$ cat src/rtl/stdp_pkg.sv
// Shared types and arithmetic helpers for the STDP learning engine.
// Every helper works on 32-bit values; callers size their results back down.
package stdp_pkg;

    typedef logic [1:0] state_t;

    localparam state_t S_IDLE      = 2'd0;
    localparam state_t S_LTP_SCAN  = 2'd1;
    localparam state_t S_LTD_APPLY = 2'd2;

    // Step shrinks linearly with spike distance; zero outside the window.
    function automatic logic [31:0] stdp_step(input logic [31:0] dt,
                                              input logic [31:0] window,
                                              input logic [31:0] shift);
        if (dt >= window) return '0;
        return (window - dt) >> shift;
    endfunction

    function automatic logic [31:0] sat_add(input logic [31:0] a,
                                            input logic [31:0] b,
                                            input logic [31:0] max_v);
        logic [32:0] sum;
        sum = {1'b0, a} + {1'b0, b};
        return (sum > {1'b0, max_v}) ? max_v : sum[31:0];
    endfunction

    function automatic logic [31:0] sat_sub(input logic [31:0] a,
                                            input logic [31:0] b);
        return (a > b) ? (a - b) : '0;
    endfunction

endpackage

$ cat src/rtl/stdp_spike_timer.sv
// Time-since-last-spike counter: clears on a spike, then counts up and sticks
// at all-ones. valid_o goes high on the first spike and stays high.
module stdp_spike_timer #(
    parameter int TIME_W = 8
) (
    input  logic              clk,
    input  logic              rst_n,
    input  logic              spike_i,
    output logic [TIME_W-1:0] t_o,
    output logic              valid_o
);

    logic [TIME_W-1:0] t_q;
    logic              valid_q;

    // NOTE: non-blocking for all state so every flop samples pre-edge values.
    always_ff @(posedge clk or negedge rst_n) begin
        if (!rst_n) begin
            t_q     <= '0;
            valid_q <= 1'b0;
        end else if (spike_i) begin
            t_q     <= '0;
            valid_q <= 1'b1;
        end else if (t_q != '1) begin
            t_q <= t_q + TIME_W'(1);
        end
    end

    assign t_o     = t_q;
    assign valid_o = valid_q;

endmodule

$ cat src/rtl/stdp_learn_array.sv
// STDP engine: one post neuron, NUM_PRE synapses. A post spike snapshots all pre
// timers and walks the channels one per cycle (LTP); pre spikes queue LTD work.
module stdp_learn_array #(
    parameter  int NUM_PRE   = 5,
    parameter  int TIME_W    = 8,
    parameter  int WEIGHT_W  = 8,
    parameter  int WINDOW    = 16,
    parameter  int LTP_SHIFT = 2,
    parameter  int LTD_SHIFT = 2,
    parameter  int W_INIT    = 2 ** (WEIGHT_W - 1),
    localparam int IDX_W     = (NUM_PRE > 1) ? $clog2(NUM_PRE) : 1
) (
    input  logic                         clk,
    input  logic                         rst_n,
    input  logic [NUM_PRE-1:0]           pre_spike,
    input  logic                         post_spike,
    input  logic                         learn_en,
    input  logic [IDX_W-1:0]             wt_rd_idx,
    output logic [WEIGHT_W-1:0]          wt_rd_data,
    output logic [NUM_PRE*WEIGHT_W-1:0]  weights_flat,
    output logic                         upd_valid,
    output logic [IDX_W-1:0]             upd_idx,
    output logic                         upd_ltp,
    output logic [TIME_W-1:0]            upd_dt,
    output logic                         busy,
    output logic                         ovf
);

    import stdp_pkg::*;

    localparam logic [31:0] W_MAX = 32'((64'd1 << WEIGHT_W) - 64'd1);

    logic [TIME_W-1:0]   pre_t [NUM_PRE];
    logic [NUM_PRE-1:0]  pre_v;
    logic [TIME_W-1:0]   post_t;
    logic                post_v;

    for (genvar gi = 0; gi < NUM_PRE; gi++) begin : g_pre_timer
        stdp_spike_timer #(.TIME_W(TIME_W)) u_timer (
            .clk     (clk),
            .rst_n   (rst_n),
            .spike_i (pre_spike[gi]),
            .t_o     (pre_t[gi]),
            .valid_o (pre_v[gi])
        );
    end

    stdp_spike_timer #(.TIME_W(TIME_W)) u_post_timer (
        .clk     (clk),
        .rst_n   (rst_n),
        .spike_i (post_spike),
        .t_o     (post_t),
        .valid_o (post_v)
    );

    state_t              state_q, state_d;
    logic [IDX_W-1:0]    scan_idx_q, scan_idx_d;
    logic [TIME_W-1:0]   snap_t_q [NUM_PRE];
    logic [TIME_W-1:0]   snap_t_d [NUM_PRE];
    logic [NUM_PRE-1:0]  snap_v_q, snap_v_d;
    logic [TIME_W-1:0]   ltd_dt_q [NUM_PRE];
    logic [TIME_W-1:0]   ltd_dt_d [NUM_PRE];
    logic [NUM_PRE-1:0]  pend_q, pend_d, pend_set, pend_clr;
    logic                ovf_q, ovf_d;
    logic [WEIGHT_W-1:0] w_q [NUM_PRE];

    logic                upd_valid_q;
    logic [IDX_W-1:0]    upd_idx_q;
    logic                upd_ltp_q;
    logic [TIME_W-1:0]   upd_dt_q;

    logic                post_evt;
    logic                ltd_found;
    logic [IDX_W-1:0]    ltd_idx;
    logic [31:0]         step_v, new_v;
    logic                wr_en;
    logic [IDX_W-1:0]    wr_idx;
    logic [WEIGHT_W-1:0] wr_val;
    logic                wr_ltp;
    logic [TIME_W-1:0]   wr_dt;

    assign post_evt = post_spike & learn_en;

    // NOTE: every combinational output gets a default first so no latch is inferred.
    always_comb begin
        state_d    = state_q;
        scan_idx_d = scan_idx_q;
        snap_t_d   = snap_t_q;
        snap_v_d   = snap_v_q;
        ltd_dt_d   = ltd_dt_q;
        ovf_d      = ovf_q;
        pend_set   = '0;
        pend_clr   = '0;
        step_v     = '0;
        new_v      = '0;
        wr_en      = 1'b0;
        wr_idx     = '0;
        wr_val     = '0;
        wr_ltp     = 1'b0;
        wr_dt      = '0;
        ltd_found  = 1'b0;
        ltd_idx    = '0;

        for (int i = NUM_PRE - 1; i >= 0; i--) begin
            if (pend_q[i]) begin
                ltd_found = 1'b1;
                ltd_idx   = IDX_W'(i);
            end
        end

        // A pre spike coinciding with a post spike is handled as LTP only.
        for (int i = 0; i < NUM_PRE; i++) begin
            if (pre_spike[i] && learn_en && !post_spike && post_v &&
                (32'(post_t) < 32'(WINDOW))) begin
                pend_set[i] = 1'b1;
                ltd_dt_d[i] = post_t;
            end
        end

        case (state_q)
            S_LTP_SCAN: begin
                step_v = stdp_step(32'(snap_t_q[scan_idx_q]), WINDOW, LTP_SHIFT);
                new_v  = sat_add(32'(w_q[scan_idx_q]), step_v, W_MAX);
                if (snap_v_q[scan_idx_q] && (step_v != '0) &&
                    (new_v != 32'(w_q[scan_idx_q]))) begin
                    wr_en  = 1'b1;
                    wr_idx = scan_idx_q;
                    wr_val = WEIGHT_W'(new_v);
                    wr_ltp = 1'b1;
                    wr_dt  = snap_t_q[scan_idx_q];
                end
                if (post_evt) ovf_d = 1'b1;
            end
            S_LTD_APPLY: begin
                if (!post_evt && ltd_found) begin
                    step_v = stdp_step(32'(ltd_dt_q[ltd_idx]), WINDOW, LTD_SHIFT);
                    new_v  = sat_sub(32'(w_q[ltd_idx]), step_v);
                    pend_clr[ltd_idx] = 1'b1;
                    if (new_v != 32'(w_q[ltd_idx])) begin
                        wr_en  = 1'b1;
                        wr_idx = ltd_idx;
                        wr_val = WEIGHT_W'(new_v);
                        wr_dt  = ltd_dt_q[ltd_idx];
                    end
                end
            end
            default: ;
        endcase

        pend_d = (pend_q & ~pend_clr) | pend_set;

        if (state_q == S_LTP_SCAN) begin
            if (scan_idx_q == IDX_W'(NUM_PRE - 1)) begin
                state_d = (|pend_d) ? S_LTD_APPLY : S_IDLE;
            end else begin
                scan_idx_d = scan_idx_q + IDX_W'(1);
            end
        end else if (post_evt) begin
            state_d    = S_LTP_SCAN;
            scan_idx_d = '0;
            for (int i = 0; i < NUM_PRE; i++) begin
                snap_t_d[i] = pre_spike[i] ? '0 : pre_t[i];
                snap_v_d[i] = pre_spike[i] | pre_v[i];
            end
        end else begin
            state_d = (|pend_d) ? S_LTD_APPLY : S_IDLE;
        end
    end

    // NOTE: weights live in flops rather than RAM so they can load W_INIT on reset.
    always_ff @(posedge clk or negedge rst_n) begin
        if (!rst_n) begin
            state_q     <= S_IDLE;
            scan_idx_q  <= '0;
            snap_v_q    <= '0;
            pend_q      <= '0;
            ovf_q       <= 1'b0;
            upd_valid_q <= 1'b0;
            upd_idx_q   <= '0;
            upd_ltp_q   <= 1'b0;
            upd_dt_q    <= '0;
            for (int i = 0; i < NUM_PRE; i++) begin
                w_q[i]      <= WEIGHT_W'(W_INIT);
                snap_t_q[i] <= '0;
                ltd_dt_q[i] <= '0;
            end
        end else begin
            state_q     <= state_d;
            scan_idx_q  <= scan_idx_d;
            snap_t_q    <= snap_t_d;
            snap_v_q    <= snap_v_d;
            ltd_dt_q    <= ltd_dt_d;
            pend_q      <= pend_d;
            ovf_q       <= ovf_d;
            upd_valid_q <= wr_en;
            if (wr_en) begin
                w_q[wr_idx] <= wr_val;
                upd_idx_q   <= wr_idx;
                upd_ltp_q   <= wr_ltp;
                upd_dt_q    <= wr_dt;
            end
        end
    end

    always_comb begin
        wt_rd_data = '0;
        for (int i = 0; i < NUM_PRE; i++) begin
            if (wt_rd_idx == IDX_W'(i)) wt_rd_data = w_q[i];
        end
    end

    for (genvar gi = 0; gi < NUM_PRE; gi++) begin : g_flat
        assign weights_flat[gi*WEIGHT_W +: WEIGHT_W] = w_q[gi];
    end

    assign upd_valid = upd_valid_q;
    assign upd_idx   = upd_idx_q;
    assign upd_ltp   = upd_ltp_q;
    assign upd_dt    = upd_dt_q;
    assign busy      = (state_q != S_IDLE) | (|pend_q);
    assign ovf       = ovf_q;

endmodule
$ cat config.mk
export PLATFORM = sky130hd
export DESIGN_NAME = stdp_learn_array
export DESIGN_NICKNAME = d
export VERILOG_FILES = /design/src/rtl/stdp_pkg.sv /design/src/rtl/stdp_spike_timer.sv /design/src/rtl/stdp_learn_array.sv
export SDC_FILE = /design/constraint.sdc
export NUM_CORES = 1
export LEC_CHECK = 0
export BUFFER_PORTS_ARGS = -buffer_cell sky130_fd_sc_hd__clkbuf_2
export CELL_PAD_IN_SITES_DETAIL_PLACEMENT = 1
export CELL_PAD_IN_SITES_GLOBAL_PLACEMENT = 1
export CORE_UTILIZATION = 25
export DETAILED_ROUTE_END_ITERATION = 7
export HOLD_SLACK_MARGIN = 0.15
export MAX_ROUTING_LAYER = met4
export PLACE_DENSITY_LB_ADDON = 0.12
export SETUP_SLACK_MARGIN = 0.2
export SLEW_MARGIN = 20
export SYNTH_ARGS = -nofsm -noshare
export SYNTH_HDL_FRONTEND = slang
export SYNTH_SLANG_ARGS = --single-unit
$ cat constraint.sdc
create_clock -name clk -period 8.45 [get_ports clk]
set_clock_uncertainty 0.05 [all_clocks]
set_input_delay 0.845 -clock clk [delete_from_list [all_inputs] [get_ports clk]]
set_output_delay 0.845 -clock clk [all_outputs]
set_load 0.02 [all_outputs]
==> impl_metrics.csv <==
group,metric,value,unit
status,outcome,"finished, final reports clean",
worst_setup_path,startpoint_type,"register",
worst_setup_path,endpoint_kind,"register",
synthesis,synth_edf_count,0,
layout,fin_nets,1380,
synthesis,syn_area_per_cell,9.72,um^2
pwr,pwr-share-comb,38.1,%
route,drt_first_pass_iters,5,
synthesis,yosys.cell_types.count,89,
synthesis,netlist_instances,1235,
clock_network,cts.repair.resized,0,
sta,clock.fmax,130,MHz
clock_network,cts_buffers,26,
floorplanning,core-area,47000,um^2
clock_network,cts_setup_buffers,0,
layout,fillers,5315,
clock_network,cts_root_buf,"clkbuf_16",
pwr,power_density,300,nW/um^2
clock_network,clock-sinks,203,
floorplanning,initial_utilization,25.6,%
sta,fin_crit,7690,ps
pwr,swShare,40.1,%
clock_network,clk_pin_slew,60,ps
route,routed_wl,41.8,mm
layout,synthToLayoutAreaGrowth,17.7,%
global_route,grt_pass1_vias,9997,
synthesis,yosysSeqAreaShare,42.4,%
synthesis,ys_ff_latch,203,
sta,worst_slack,761,ps
floorplanning,die_h,221,um
route,viasPerCell,4.99,
placed_design,dpl_worst_slack,680,ps
sta,fin_crit_sh,91.0,%
placed_design,place_congestion,0.812,
sta,slew_violations,0,
sta,rsz0062_at_grt,"no",
global_route,grt_remaining_overflow,0,
route,drtAntennaViolNets,0,
job,drv_cap,0,
synthesis,synth_area_leader_cell,"dfrtp_1",
clock_network,clk_latency,570,ps
clock_network,cts_tree,"done",
sta,totalNegativeSetupSlack,0,ps
synthesis,synth_commonest_cells,"198 x dfrtp_1, 133 x nand2_1, 87 x nor2_1",
floorplanning,io_pins,75,
clock_network,hold_buffers,0,
worst_setup_path,r2r-start,"pend_q[3]",
sta,worst_pin_slew,1070,ps
synthesis,ys_warn_count,0,
layout,n_antenna_cell,0,
placed_design,port_buffers,74,
sta,relSlewSlack,28.4,%
worst_setup_path,arrival,8090,ps
synthesis,syn-cell-area,12000,um^2
worst_setup_path,worstPathRequired,8850,ps
floorplanning,die_w,221,um
pwr,internal_power,2.54,mW
synthesis,netlist.area_leader.share,41.3,%
worst_setup_path,path_max_fanout,16,
placed_design,dp_hpwl,31.2,mm
hold_path,hold_path_class,"input port to async pin",
floorplanning,die-area,48900,um^2
clock_network,clock_path_buffers,3,
synthesis,synth_ff_type,"dfrtp_1",
clock_network,cts-htree-levels,1,
global_route,antenna_found_initial,1,
worst_setup_path,startpoint,"pend_q[3]",
worst_setup_path,setup.worst_path.class,"register to register",
synthesis,async_reset_ff_share,100,%
pwr,p_switching,1.70,mW
layout,drive_gt1_share,18.3,%
route,drt_drc_violations_left,0,
worst_setup_path,ff2ff_path_depth,25,
global_route,grt_pass1_wl,64.7,mm
pwr,peakVddDrop,0.121,mV
route,wl_per_cell,21.5,um
pwr,clockPowerShare,31.3,%
sta,final_hold_viol_count,0,
global_route,grt_usage,17.7,%
pwr,leakage,6.37,nW
floorplanning,rows,79,
synthesis,netlist_top_cells_area,"dfrtp_1 41%, mux2_2 5.4%, ha_1 4.8%, nand2_1 4.2%, o21ai_0 3.2%",
synthesis,synth.most_common_cell,"dfrtp_1",
route,drtIter0Drc,530,
sta,setup_violations,0,
route,vias,9715,
pwr,power_frac_seq,30.7,%
global_route,grt_max_degree,78,
==> final cells by class <==
| type | instances | area (um^2) | area share (%) |
|---|---|---|---|
| Clock buffer | 31 | 719 | 5.09 |
| Clock inverter | 17 | 319 | 2.26 |
| Inverter | 35 | 144 | 1.02 |
| Multi-Input combinational cell | 970 | 6640 | 47.0 |
| Sequential cell | 203 | 5090 | 36.0 |
| Tap cell | 607 | 759 | 5.38 |
| Timing Repair Buffer | 84 | 459 | 3.25 |
==> registers in the layout, summed over array words and instances (netlist names) <==
signal,cells
u_post_timer.valid_o,1
u_post_timer.t_o,8
ltd_dt_q,40
snap_v_q,5
snap_t_q,40
scan_idx_q,3
upd_idx,3
weights_flat,40
state_q,2
upd_ltp,1
upd_valid,1
pend_q,5
ovf,1
upd_dt,8
g_pre_timer.u_timer.valid_o,5
g_pre_timer.u_timer.t_o,40
==> kinds of logic after synthesis <==
logic type | share of synthesized area (%)
xor gates and xnor gates | 2.78
other | 0.0626
muxes | 10.7
buffers and inverters | 3.39
AOI/OAI and AO/OA | 15.6
DFF | 42.4
and+or+nand+nor | 20.0
adders and majority gates | 5.13
==> critical path: stages (launching register included) <==
cell and delay, ps:
dfrtp_1 820, or2_1 290, nor3_2 130, a22oi_1 200
o211ai_1 240, nor4_2 500, nand4_1 140, ha_1 460
o21ai_0 110, a21oi_1 250, o31ai_1 170, nand2_1 150
a21oi_1 150, inv_1 110, ha_1 230, nor4b_1 340
nand4_1 140, or4b_1 550, nor4_1 210, a21oi_1 70
nor2_1 110, o2111a_1 290, a21o_1 420, o22ai_4 170
or4b_1 850, mux2_4 400
==> stage by stage <==
step           utilization (%)  hold WS, ps  power [mW]  cell area [um^2]  std cells
3_5_place_dp              27.9          385        2.93             13100       1899
4_1_cts                   30.1          219        4.28             14100       1947
3_3_place_gp              27.9          382        2.93             13100       1899
2_1_floorplan                -          370        2.36             12100       1266
5_1_grt                   30.1          257        4.50             14100       1947
6_report                  30.1          212        4.24             14100       1947
==> path summary, 6_finish.rpt <==
kind / end / slack [ps]
worst max-delay path: weights_flat[32] / 760
worst min-delay path: g_pre_timer[1].u_timer.t_o[5] / 210
worst max register to register: weights_flat[32] / 760
worst min register to register: g_pre_timer[4].u_timer.valid_o / 400
max in group asynchronous: scan_idx_q[0] / 6840
min in group clk: g_pre_timer[4].u_timer.valid_o / 400
==> power groups by stage <==
stage,registers [mW],clock network (mW),logic (mW)
detailed placement,1.32,0,1.61
finish,1.30,1.33,1.62
global route,1.32,1.39,1.79
global placement,1.32,0,1.61
floorplan,1.27,0,1.09
CTS,1.30,1.37,1.62
==> layer usage <==
metal | track usage [%] | vias to the layer above | part of all wire [%]
li1 | - | 4592 | -
met4 | 4.87 | 0 | 2.9
met5 | - | - | 0
met1 | 24.9 | 4868 | 49
met3 | 2.97 | 71 | 4.7
met2 | 25.9 | 184 | 43
==> placed cells by master, fill, tap and decap left out, types with 15 or more instances in the layout <==
master	synthesis	final
mux2_2	58	58
dfrtp_1	198	196
xor2_1	20	20
or2_2	14	15
nand2b_1	39	39
nor2b_1	16	16
o21ai_0	77	77
nand4_1	19	19
a22oi_1	18	18
ha_1	46	46
nand2_1	133	133
inv_1	34	34
nor2_1	87	87
clkbuf_2	0	73
and2_1	30	30
nor3_1	21	21
clkbuf_16	0	26
a21oi_1	49	49
nand3_1	27	27
o22ai_1	20	20
conb_1	2	33
mux2i_1	34	34
(Power assumes the default switching activity.)
